--- config.mk ---
export PLATFORM = sky130hd
export DESIGN_NAME = seq_mult_param
export DESIGN_NICKNAME = d
export VERILOG_FILES = /design/src/rtl/seq_mult_param.sv
export SDC_FILE = /design/constraint.sdc
export NUM_CORES = 1
export LEC_CHECK = 0
export ABC_CLOCK_PERIOD_IN_PS = 2600
export CORE_MARGIN = 1.5
export CORE_UTILIZATION = 57
export DETAILED_ROUTE_END_ITERATION = 8
export PLACE_DENSITY_LB_ADDON = 0.1
export SYNTH_ARGS = -nofsm -noshare
export SYNTH_HDL_FRONTEND = slang
export SYNTH_SLANG_ARGS = --single-unit
--- constraint.sdc ---
create_clock -name clk -period 2.6 [get_ports clk]
set_clock_uncertainty 0.2 [all_clocks]
set_input_delay 0.65 -clock clk [delete_from_list [all_inputs] [get_ports clk]]
set_output_delay 0.65 -clock clk [all_outputs]
set_load 0.01 [all_outputs]
--- src/rtl/seq_mult_param.sv ---
// seq_mult_param: parametrised sequential shift-add multiplier.
// Computes the full 2*WIDTH-bit product of two WIDTH-bit operands in WIDTH+1
// cycles, with a start/done handshake and run-time signed/unsigned selection.
// Signed operation multiplies magnitudes and negates the result at the end.
module seq_mult_param #(
    parameter int WIDTH = 16
) (
    input  logic                 clk,
    input  logic                 rst,
    input  logic                 start,
    input  logic                 signed_mode,
    input  logic [WIDTH-1:0]     x1,
    input  logic [WIDTH-1:0]     x2,
    output logic [2*WIDTH-1:0]   out,
    output logic                 done,
    output logic                 busy
);

    localparam int CW = $clog2(WIDTH + 1);

    typedef enum logic [1:0] {
        ST_IDLE = 2'd0,
        ST_CALC = 2'd1,
        ST_DONE = 2'd2
    } state_t;

    state_t                 state_q, state_d;
    logic [WIDTH-1:0]       mag1_q, mag1_d;
    logic [WIDTH-1:0]       mag2_q, mag2_d;
    logic                   neg_q, neg_d;
    logic [2*WIDTH:0]       acc_q, acc_d;
    logic [CW-1:0]          cnt_q, cnt_d;
    logic [2*WIDTH-1:0]     out_q, out_d;
    logic                   done_q, done_d;
    logic                   busy_q, busy_d;
    logic [WIDTH:0]         add_s;

    // Magnitude of an operand; the most-negative value maps to 2^(WIDTH-1),
    // which still fits in WIDTH unsigned bits.
    function automatic logic [WIDTH-1:0] mag_of(input logic [WIDTH-1:0] v,
                                                input logic             sm);
        logic [WIDTH-1:0] r;
        if (sm && v[WIDTH-1]) begin
            r = ~v + {{(WIDTH-1){1'b0}}, 1'b1};
        end else begin
            r = v;
        end
        return r;
    endfunction

    // Two's-complement negation at product width.
    function automatic logic [2*WIDTH-1:0] neg_2w(input logic [2*WIDTH-1:0] v);
        return ~v + {{(2*WIDTH-1){1'b0}}, 1'b1};
    endfunction

    // Partial-product add into the upper accumulator half (bit 2W holds the carry).
    always_comb begin
        if (mag2_q[0]) begin
            add_s = acc_q[2*WIDTH:WIDTH] + {1'b0, mag1_q};
        end else begin
            add_s = acc_q[2*WIDTH:WIDTH];
        end
    end

    // Next-state and datapath control for IDLE/CALC/DONE sequencing.
    always_comb begin
        state_d = state_q;
        mag1_d  = mag1_q;
        mag2_d  = mag2_q;
        neg_d   = neg_q;
        acc_d   = acc_q;
        cnt_d   = cnt_q;
        out_d   = out_q;
        done_d  = 1'b0;
        busy_d  = busy_q;
        case (state_q)
            ST_IDLE: begin
                if (start) begin
                    mag1_d  = mag_of(x1, signed_mode);
                    mag2_d  = mag_of(x2, signed_mode);
                    neg_d   = signed_mode & (x1[WIDTH-1] ^ x2[WIDTH-1]);
                    acc_d   = '0;
                    cnt_d   = CW'(WIDTH);
                    busy_d  = 1'b1;
                    state_d = ST_CALC;
                end else begin
                    // Also drops busy in the cycle following a done pulse.
                    busy_d  = 1'b0;
                end
            end
            ST_CALC: begin
                acc_d  = {add_s, acc_q[WIDTH-1:0]} >> 1;
                mag2_d = mag2_q >> 1;
                cnt_d  = cnt_q - CW'(1);
                busy_d = 1'b1;
                if (cnt_q == CW'(1)) begin
                    state_d = ST_DONE;
                end else begin
                    state_d = ST_CALC;
                end
            end
            ST_DONE: begin
                if (neg_q) begin
                    out_d = neg_2w(acc_q[2*WIDTH-1:0]);
                end else begin
                    out_d = acc_q[2*WIDTH-1:0];
                end
                done_d  = 1'b1;
                busy_d  = 1'b1;
                state_d = ST_IDLE;
            end
            default: begin
                state_d = ST_IDLE;
                busy_d  = 1'b0;
            end
        endcase
    end

    // State and datapath registers; reset discards any operation in flight.
    always_ff @(posedge clk or negedge rst) begin
        if (!rst) begin
            state_q <= ST_IDLE;
            mag1_q  <= '0;
            mag2_q  <= '0;
            neg_q   <= 1'b0;
            acc_q   <= '0;
            cnt_q   <= '0;
            out_q   <= '0;
            done_q  <= 1'b0;
            busy_q  <= 1'b0;
        end else begin
            state_q <= state_d;
            mag1_q  <= mag1_d;
            mag2_q  <= mag2_d;
            neg_q   <= neg_d;
            acc_q   <= acc_d;
            cnt_q   <= cnt_d;
            out_q   <= out_d;
            done_q  <= done_d;
            busy_q  <= busy_d;
        end
    end

    assign out  = out_q;
    assign done = done_q;
    assign busy = busy_q;

endmodule

==> results of run 1 <==
-- critical path: stages (launching register included) --
cell and delay, ns:
sky130_fd_sc_hd__dfrtp_1 0.40, sky130_fd_sc_hd__buf_4 0.15, sky130_fd_sc_hd__or4_4 0.45, sky130_fd_sc_hd__nor4_4 0.32, sky130_fd_sc_hd__nand4_1 0.14, sky130_fd_sc_hd__buf_4 0.18
sky130_fd_sc_hd__o31ai_1 0.25, sky130_fd_sc_hd__xor2_1 0.22, sky130_fd_sc_hd__a21oi_1 0.09
-- Yosys cell counts (8+ instances only) --
master	instances	area share [%]
sky130_fd_sc_hd__o31ai_1	10	1.2
sky130_fd_sc_hd__nand3_1	8	0.65
sky130_fd_sc_hd__nand2_1	70	4.2
sky130_fd_sc_hd__nor2_1	70	4.2
sky130_fd_sc_hd__a21oi_1	69	5.6
sky130_fd_sc_hd__dfrtp_1	106	43
sky130_fd_sc_hd__xor2_1	40	5.7
sky130_fd_sc_hd__o21ai_1	11	0.89
sky130_fd_sc_hd__or3_1	8	0.81
sky130_fd_sc_hd__inv_1	26	1.6
sky130_fd_sc_hd__o21ai_0	63	5.1
sky130_fd_sc_hd__clkbuf_1	28	1.7
sky130_fd_sc_hd__nor3_1	10	0.81
sky130_fd_sc_hd__xnor2_1	29	4.1
sky130_fd_sc_hd__mux2i_1	13	2.1
sky130_fd_sc_hd__a22o_1	13	1.8
sky130_fd_sc_hd__ha_1	25	5.0
-- worst max-delay path by stage --
stage / cells after the start / to / startpoint
after floorplan: 8 / out[22]$_DFFE_PN0P_ / acc_q[1]$_DFFE_PN0P_
after global placement: 7 / mag1_q[14]$_DFFE_PN0P_ / x1[6]
after detailed placement: 7 / mag1_q[12]$_DFFE_PN0P_ / x1[6]
after CTS: 9 / acc_q[31]$_DFFE_PN0P_ / mag1_q[0]$_DFFE_PN0P_
after global routing: 7 / mag1_q[12]$_DFFE_PN0P_ / x1[6]
final: 8 / out[30]$_DFFE_PN0P_ / acc_q[16]$_DFFE_PN0P_
-- through the flow --
stage / util, % / total power, mW
floorplan: - / 6.03
global placement: 71.7 / 7.68
detailed placement: 71.7 / 7.88
CTS: 73.6 / 8.90
global route: 74.5 / 9.72
finish: 74.5 / 8.99
-- power groups by stage --
stage / Sequential, mW / Combinational, mW / Clock, mW
5_1_grt: 3.06 / 5.61 / 1.05
4_1_cts: 2.93 / 4.96 / 1.01
3_5_place_dp: 2.97 / 4.91 / 0
6_report: 2.95 / 5.05 / 0.991
2_1_floorplan: 3.01 / 3.02 / 0
3_3_place_gp: 2.93 / 4.75 / 0
-- layout make-up --
type | instances | area, um^2 | area share, %
inverter | 26 | 97.6 | 1.26
multi-input combinational | 524 | 3410 | 43.9
tap | 136 | 170 | 2.19
timing repair buffer | 136 | 1240 | 16.0
sequential | 106 | 2650 | 34.2
clock inverter | 6 | 56.3 | 0.726
clock buffer | 10 | 128 | 1.64
-- state kept, by name, indices dropped and copies added, names as in the netlist --
signal   flops
mag1_q      16
neg_q        1
acc_q       32
state_q      2
mag2_q      16
out         32
done         1
busy         1
cnt_q        5
-- timing repair --
action	in CTS	in global routing
hold endpoints to repair	0	0
resized for setup	1	19
pin swaps	1	10
setup endpoints to repair	2	11
setup buffers	1	1
-- routing by layer --
| layer | global-route usage (%) | up-vias | routed length (um) |
|---|---|---|---|
| met3 | 2.72 | 19 | 517 |
| met4 | 8.19 | 0 | 217 |
| met5 | 0 | - | 0 |
| met1 | 36.8 | 2571 | 6940 |
| met2 | 42.7 | 134 | 6750 |
| li1 | - | 2666 | - |
-- logic make-up after synthesis --
family,synth area share [%]
and+or+nand+nor,15.5
buffers and inverters,3.57
DFF,42.8
adders and majority gates,5.37
muxes,2.46
xor gates and xnor gates,9.75
AOI/OAI and AO/OA,20.6
==> flow_metrics.py, run 1 <==
metrics = {
    "global_routing": {
        "gr-usage-all-layers_pct": 26.2,
        "wire_length_of_the_first_global_routing_pass_mm": 24.0,
        "grt-ovfl-total": 0,
        "grt_max_degree": 65,
        "first_global_vias": 5084,
        "grt_antenna_before_repair": 0,
    },
    "logic_synthesis": {
        "synth-edff-count": 0,
        "synthesis.area_per_instance_um2": 8.99,
        "ys_async_sr_fraction_pct": 100,
        "postSynthCellCount": 689,
        "post_syn_nets": 751,
        "synth_flop_cell": "sky130_fd_sc_hd__dfrtp_1",
        "synthesis.yosys.warnings": 0,
        "synth.cell_area_um2": 6200,
        "sequential_share_of_the_synthesized_area_pct": 42.8,
        "number_of_synthesized_register_bits": 106,
        "distinct_cells_synth": 56,
    },
    "sta": {
        "hold_viol": 0,
        "grt_setup_unrepaired": "yes",
        "hold-worst-slack_ns": 0.0565,
        "timing.final.max_slew_violations": 0,
        "worstMarginPinSlew_ns": 0.814,
        "max_freq_mhz": 398,
        "setup_viol": 0,
        "setup_tns_ns": 0,
        "layout_min_cycle_time_ns": 2.51,
        "postLayoutSetupSlackWorst_ns": 0.0870,
        "relSlewSlack_pct": 45.6,
        "finalCritPeriodShare_pct": 96.7,
    },
    "floorplanning": {
        "rows": 37,
        "die_height_um": 107,
        "core_region_area_um2": 10400,
        "start_util_pct": 59.5,
        "top_level_ports": 70,
        "die_area_um2": 11500,
        "die_width_um": 107,
    },
    "place": {
        "place_inst": 926,
        "gpl.final_weighted_congestion": 0.926,
        "place_hpwl_mm": 10.8,
        "numPortBuffers": 69,
        "cell_area_placed_um2": 7470,
        "place_worst_setup_slack_ns": -0.313,
    },
    "final_layout": {
        "stdcell_count": 944,
        "diodes": 0,
        "design.final.nets": 865,
        "final_layout_size_suffix_gt1_share_pct": 13.6,
        "syn_to_final_growth_pct": 25.2,
        "fin_area_um2": 7760,
        "layout.cells.most_common": "sky130_fd_sc_hd__dfrtp_1",
        "nFillCells": 801,
        "most_frequent_cells_in_the_layout": "sky130_fd_sc_hd__dfrtp_1 (105), sky130_fd_sc_hd__nor2_1 (70), sky130_fd_sc_hd__nand2_1 (70), sky130_fd_sc_hd__clkdlybuf4s50_1 (68), sky130_fd_sc_hd__a21oi_1 (67)",
    },
    "pwr": {
        "share_clk_of_total_power_pct": 11.0,
        "pwr-share-seq_pct": 32.8,
        "internal-power_mw": 5.11,
        "vdd_drop_max_mv": 0.606,
        "power_density_over_the_cells_nw_per_um2": 1160,
        "power.leakage_nw": 3.43,
        "netSwitchingPower_mw": 3.88,
        "share_comb_of_total_power_pct": 56.1,
        "p_sw_share_pct": 43.2,
    },
    "drt": {
        "wl_per_cell_um": 15.3,
        "route.final.wire_length_mm": 14.4,
        "detail_route.first_pass.iterations": 5,
        "drt_via_density": 5.71,
        "drtAntennaViolNets": 0,
        "detail_route.iter0.violations": 375,
        "detailroute.via_count": 5390,
        "post-route-drc-count": 0,
    },
    "worst_setup_path": {
        "critical_setup_path_kind": "reg2reg",
        "critical_path_arrival_ns": 2.57,
        "timing.critical_path.from_type": "flip-flop",
        "worstPathMaxFanout": 4,
        "endpoint_kind": "flip-flop",
        "ff_to_ff_start": "acc_q[16]$_DFFE_PN0P_",
        "worstRegToRegCells": 8,
        "cp.required_ns": 2.66,
        "timing.reg2reg.setup_slack_ns": 0.09,
        "critical_path.reg2reg.endpoint": "out[30]$_DFFE_PN0P_",
    },
    "cts": {
        "worst_setup_hold_path_clk_slew_ns": 0.11,
        "clock_sink_count": 106,
        "cts_made_buffers": 9,
        "clk_latency_ns": 0.38,
        "root_buffer": "sky130_fd_sc_hd__clkbuf_8",
        "cts_tree": "done",
        "clock_path_buffers": 2,
        "cts_hold_buf": 0,
        "htree_num_levels": 3,
    },
    "outcome": {
        "outcome": "finished clean",
    },
    "hold_path": {
        "worst_min_delay_path_category": "in2async",
    },
    "job": {
        "maxCapViolCount": 0,
    },
}
(Power assumes the default switching activity.)
==> inputs of run 2 (changes only) <==
--- a/config.mk
+++ b/config.mk
@@ -7,8 +7,9 @@
 export LEC_CHECK = 0
 export ABC_CLOCK_PERIOD_IN_PS = 2600
 export CORE_MARGIN = 1.5
-export CORE_UTILIZATION = 57
+export CORE_UTILIZATION = 64
 export DETAILED_ROUTE_END_ITERATION = 8
+export DONT_BUFFER_PORTS = 1
 export PLACE_DENSITY_LB_ADDON = 0.1
 export SYNTH_ARGS = -nofsm -noshare
 export SYNTH_HDL_FRONTEND = slang
==> run 2 against run 1 <==
Net effect:
- the run now ends with negative hold slack left
- combinational power is 21% lower
- sequential power up 6.8%
- clock power decreased by 5.3%
- routed wire length down 9.6%
- largest cell class unchanged
==> flow_metrics.py, run 2 (synthesis gave the netlist of run 1 again) <==
metrics = {
    "outcome": {
        "outcome": "finished with violations",
        "failed_checks": "negative hold slack",
    },
    "drt": {
        "met3_wirelength_um": 759,
        "route.final.wire_length_mm": 13.0,
        "post-route-drc-count": 0,
        "drt_via_density": 6.01,
        "wl_per_cell_um": 15.8,
        "highest_layer": "met4",
        "detail_route.first_pass.iterations": 5,
        "dr_wl_met2_mm": 6.06,
        "drtAntennaViolNets": 0,
        "detail_route.wirelength.met1_mm": 6.16,
        "detailroute.via_count": 4952,
        "detail_route.iter0.violations": 300,
    },
    "final_layout": {
        "multi_input_area_um2": 3340,
        "nFillCells": 735,
        "design.final.nets": 753,
        "syn_to_final_growth_pct": 6.79,
        "final_layout_size_suffix_gt1_share_pct": 8.35,
        "most_frequent_cells_in_the_layout": "sky130_fd_sc_hd__dfrtp_1 (105), sky130_fd_sc_hd__nor2_1 (70), sky130_fd_sc_hd__nand2_1 (70), sky130_fd_sc_hd__a21oi_1 (69), sky130_fd_sc_hd__o21ai_0 (62)",
        "layout.cells.most_common": "sky130_fd_sc_hd__dfrtp_1",
        "stdcell_count": 824,
        "ff_latch_area_um2": 2650,
        "diodes": 0,
    },
    "place": {
        "place_inst": 808,
        "numPortBuffers": 0,
        "place_hpwl_mm": 9.52,
        "gpl.final_weighted_congestion": 0.861,
    },
    "pwr": {
        "internal-power_mw": 4.45,
        "power_density_over_the_cells_nw_per_um2": 1220,
        "power.leakage_nw": 2.94,
        "p_sw_share_pct": 45.0,
        "vdd_drop_max_mv": 0.487,
        "pwr-share-seq_pct": 38.9,
        "netSwitchingPower_mw": 3.64,
        "share_comb_of_total_power_pct": 49.5,
        "share_clk_of_total_power_pct": 11.6,
    },
    "cts": {
        "worst_setup_hold_path_clk_slew_ns": 0.11,
        "clock_sink_count": 106,
        "cts_made_buffers": 9,
        "htree_num_levels": 3,
        "clk_latency_ns": 0.36,
        "clock_path_buffers": 2,
        "cts_tree": "done",
        "root_buffer": "sky130_fd_sc_hd__clkbuf_8",
    },
    "worst_setup_path": {
        "critical_path_arrival_ns": 2.54,
        "critical_path.reg2reg.endpoint": "out[22]$_DFFE_PN0P_",
        "worstPathMaxFanout": 4,
        "worstRegToRegCells": 8,
        "endpoint_kind": "flip-flop",
        "timing.critical_path.from_type": "flip-flop",
        "timing.reg2reg.setup_slack_ns": 0.10,
        "ff_to_ff_start": "acc_q[1]$_DFFE_PN0P_",
        "critical_setup_path_kind": "reg2reg",
        "cp.required_ns": 2.64,
    },
    "global_routing": {
        "grt-ovfl-total": 0,
        "wire_length_of_the_first_global_routing_pass_mm": 22.0,
        "grt_antenna_before_repair": 0,
        "first_global_vias": 4725,
        "grt_max_degree": 107,
        "gr-usage-all-layers_pct": 26.8,
    },
    "floorplanning": {
        "top_level_ports": 70,
        "start_util_pct": 66.4,
        "core_region_area_um2": 9330,
        "die_width_um": 101,
        "rows": 35,
        "die_height_um": 101,
        "die_area_um2": 10300,
    },
    "sta": {
        "grt_setup_unrepaired": "no",
        "finalCritPeriodShare_pct": 96.0,
        "setup_tns_ns": 0,
        "layout_min_cycle_time_ns": 2.50,
        "hold_viol": 106,
        "setup_viol": 0,
        "max_freq_mhz": 400,
        "timing.final.max_slew_violations": 0,
        "relSlewSlack_pct": 51.0,
        "worstMarginPinSlew_ns": 0.730,
        "hold-worst-slack_ns": -0.240,
    },
    "job": {
        "maxCapViolCount": 0,
    },
    "hold_path": {
        "worst_min_delay_path_category": "in2async",
    },
}
[run 2: changes by cell type in the layout (fill, tap and decap cells not counted), sizes merged]
cell / before / now
clkinv: 1 / 3
clkdlybuf4s50: 68 / 0
inv: 30 / 28
buf: 68 / 24
clkbuf: 10 / 9
[run 2: repair_timing]
item,in CTS,in global routing
buffers inserted,0,1
gates resized for setup,0,6
endpoints found under the setup margin,0,9
endpoints found under the hold margin,106,106
[run 2: cell type report]
class | count | share of cell area (%)
clock inverter | 6 | 0.756
clock buffer | 9 | 1.87
multi-input combinational | 524 | 50.4
timing repair buffer | 24 | 2.91
sequential | 106 | 40.1
inverter | 26 | 1.48
tap | 129 | 2.44
[run 2: how the worst max path moves through the flow]
stage                                from               endpoint  cells after the start
floorplan            acc_q[1]$_DFFE_PN0P_    out[22]$_DFFE_PN0P_                      8
global placement    acc_q[16]$_DFFE_PN0P_  acc_q[31]$_DFFE_PN0P_                      9
detailed placement  acc_q[16]$_DFFE_PN0P_  acc_q[27]$_DFFE_PN0P_                      9
CTS                 acc_q[16]$_DFFE_PN0P_  acc_q[27]$_DFFE_PN0P_                      9
global route         acc_q[0]$_DFFE_PN0P_    out[22]$_DFFE_PN0P_                      8
finish               acc_q[1]$_DFFE_PN0P_    out[22]$_DFFE_PN0P_                      8
[run 2: per-layer routing]
| metal | up-vias | track usage [%] |
|---|---|---|
| li1 | 2434 | - |
| met1 | 2350 | 38.4 |
| met2 | 162 | 42.8 |
| met3 | 6 | 5.24 |
| met4 | 0 | 5.13 |
| met5 | - | 0 |
[run 2: power by group through the flow]
stage	clock network, mW	logic [mW]	registers (mW)
floorplan	0	3.02	3.01
global placement	0	3.79	3.12
detailed placement	0	3.94	3.17
CTS	0.957	3.96	3.14
global route	1.04	4.48	3.27
finish	0.938	4.00	3.15
[run 2: critical path, cell delays in order, from the launching register on]
cell                      delay, ns
sky130_fd_sc_hd__dfrtp_1       0.40
sky130_fd_sc_hd__inv_1         0.09
sky130_fd_sc_hd__ha_1          0.16
sky130_fd_sc_hd__or3b_4        0.39
sky130_fd_sc_hd__or3_4         0.36
sky130_fd_sc_hd__or4_1         0.42
sky130_fd_sc_hd__o21ai_2       0.13
sky130_fd_sc_hd__xor2_1        0.15
sky130_fd_sc_hd__a21oi_1       0.08
[run 2: stage by stage]
stage	total power [mW]	utilization (%)	cell area (um^2)	worst slack, ns	hold WS [ns]
floorplan	6.03	-	6200	0.209	0.154
global placement	6.91	68.8	6420	0.147	0.157
detailed placement	7.11	68.8	6420	0.0367	0.156
CTS	8.06	70.7	6600	0.000622	-0.254
global route	8.79	70.9	6620	0.00636	-0.275
finish	8.09	70.9	6620	0.103	-0.240
==> inputs of run 3 (changes only) <==
--- a/config.mk
+++ b/config.mk
@@ -11,6 +11,7 @@
 export DETAILED_ROUTE_END_ITERATION = 8
 export DONT_BUFFER_PORTS = 1
 export PLACE_DENSITY_LB_ADDON = 0.1
+export SKIP_CTS_REPAIR_TIMING = 1
 export SYNTH_ARGS = -nofsm -noshare
 export SYNTH_HDL_FRONTEND = slang
 export SYNTH_SLANG_ARGS = --single-unit
==> results of run 3 <==
The final DEF is identical to that of run 2; final timing and power are the same.
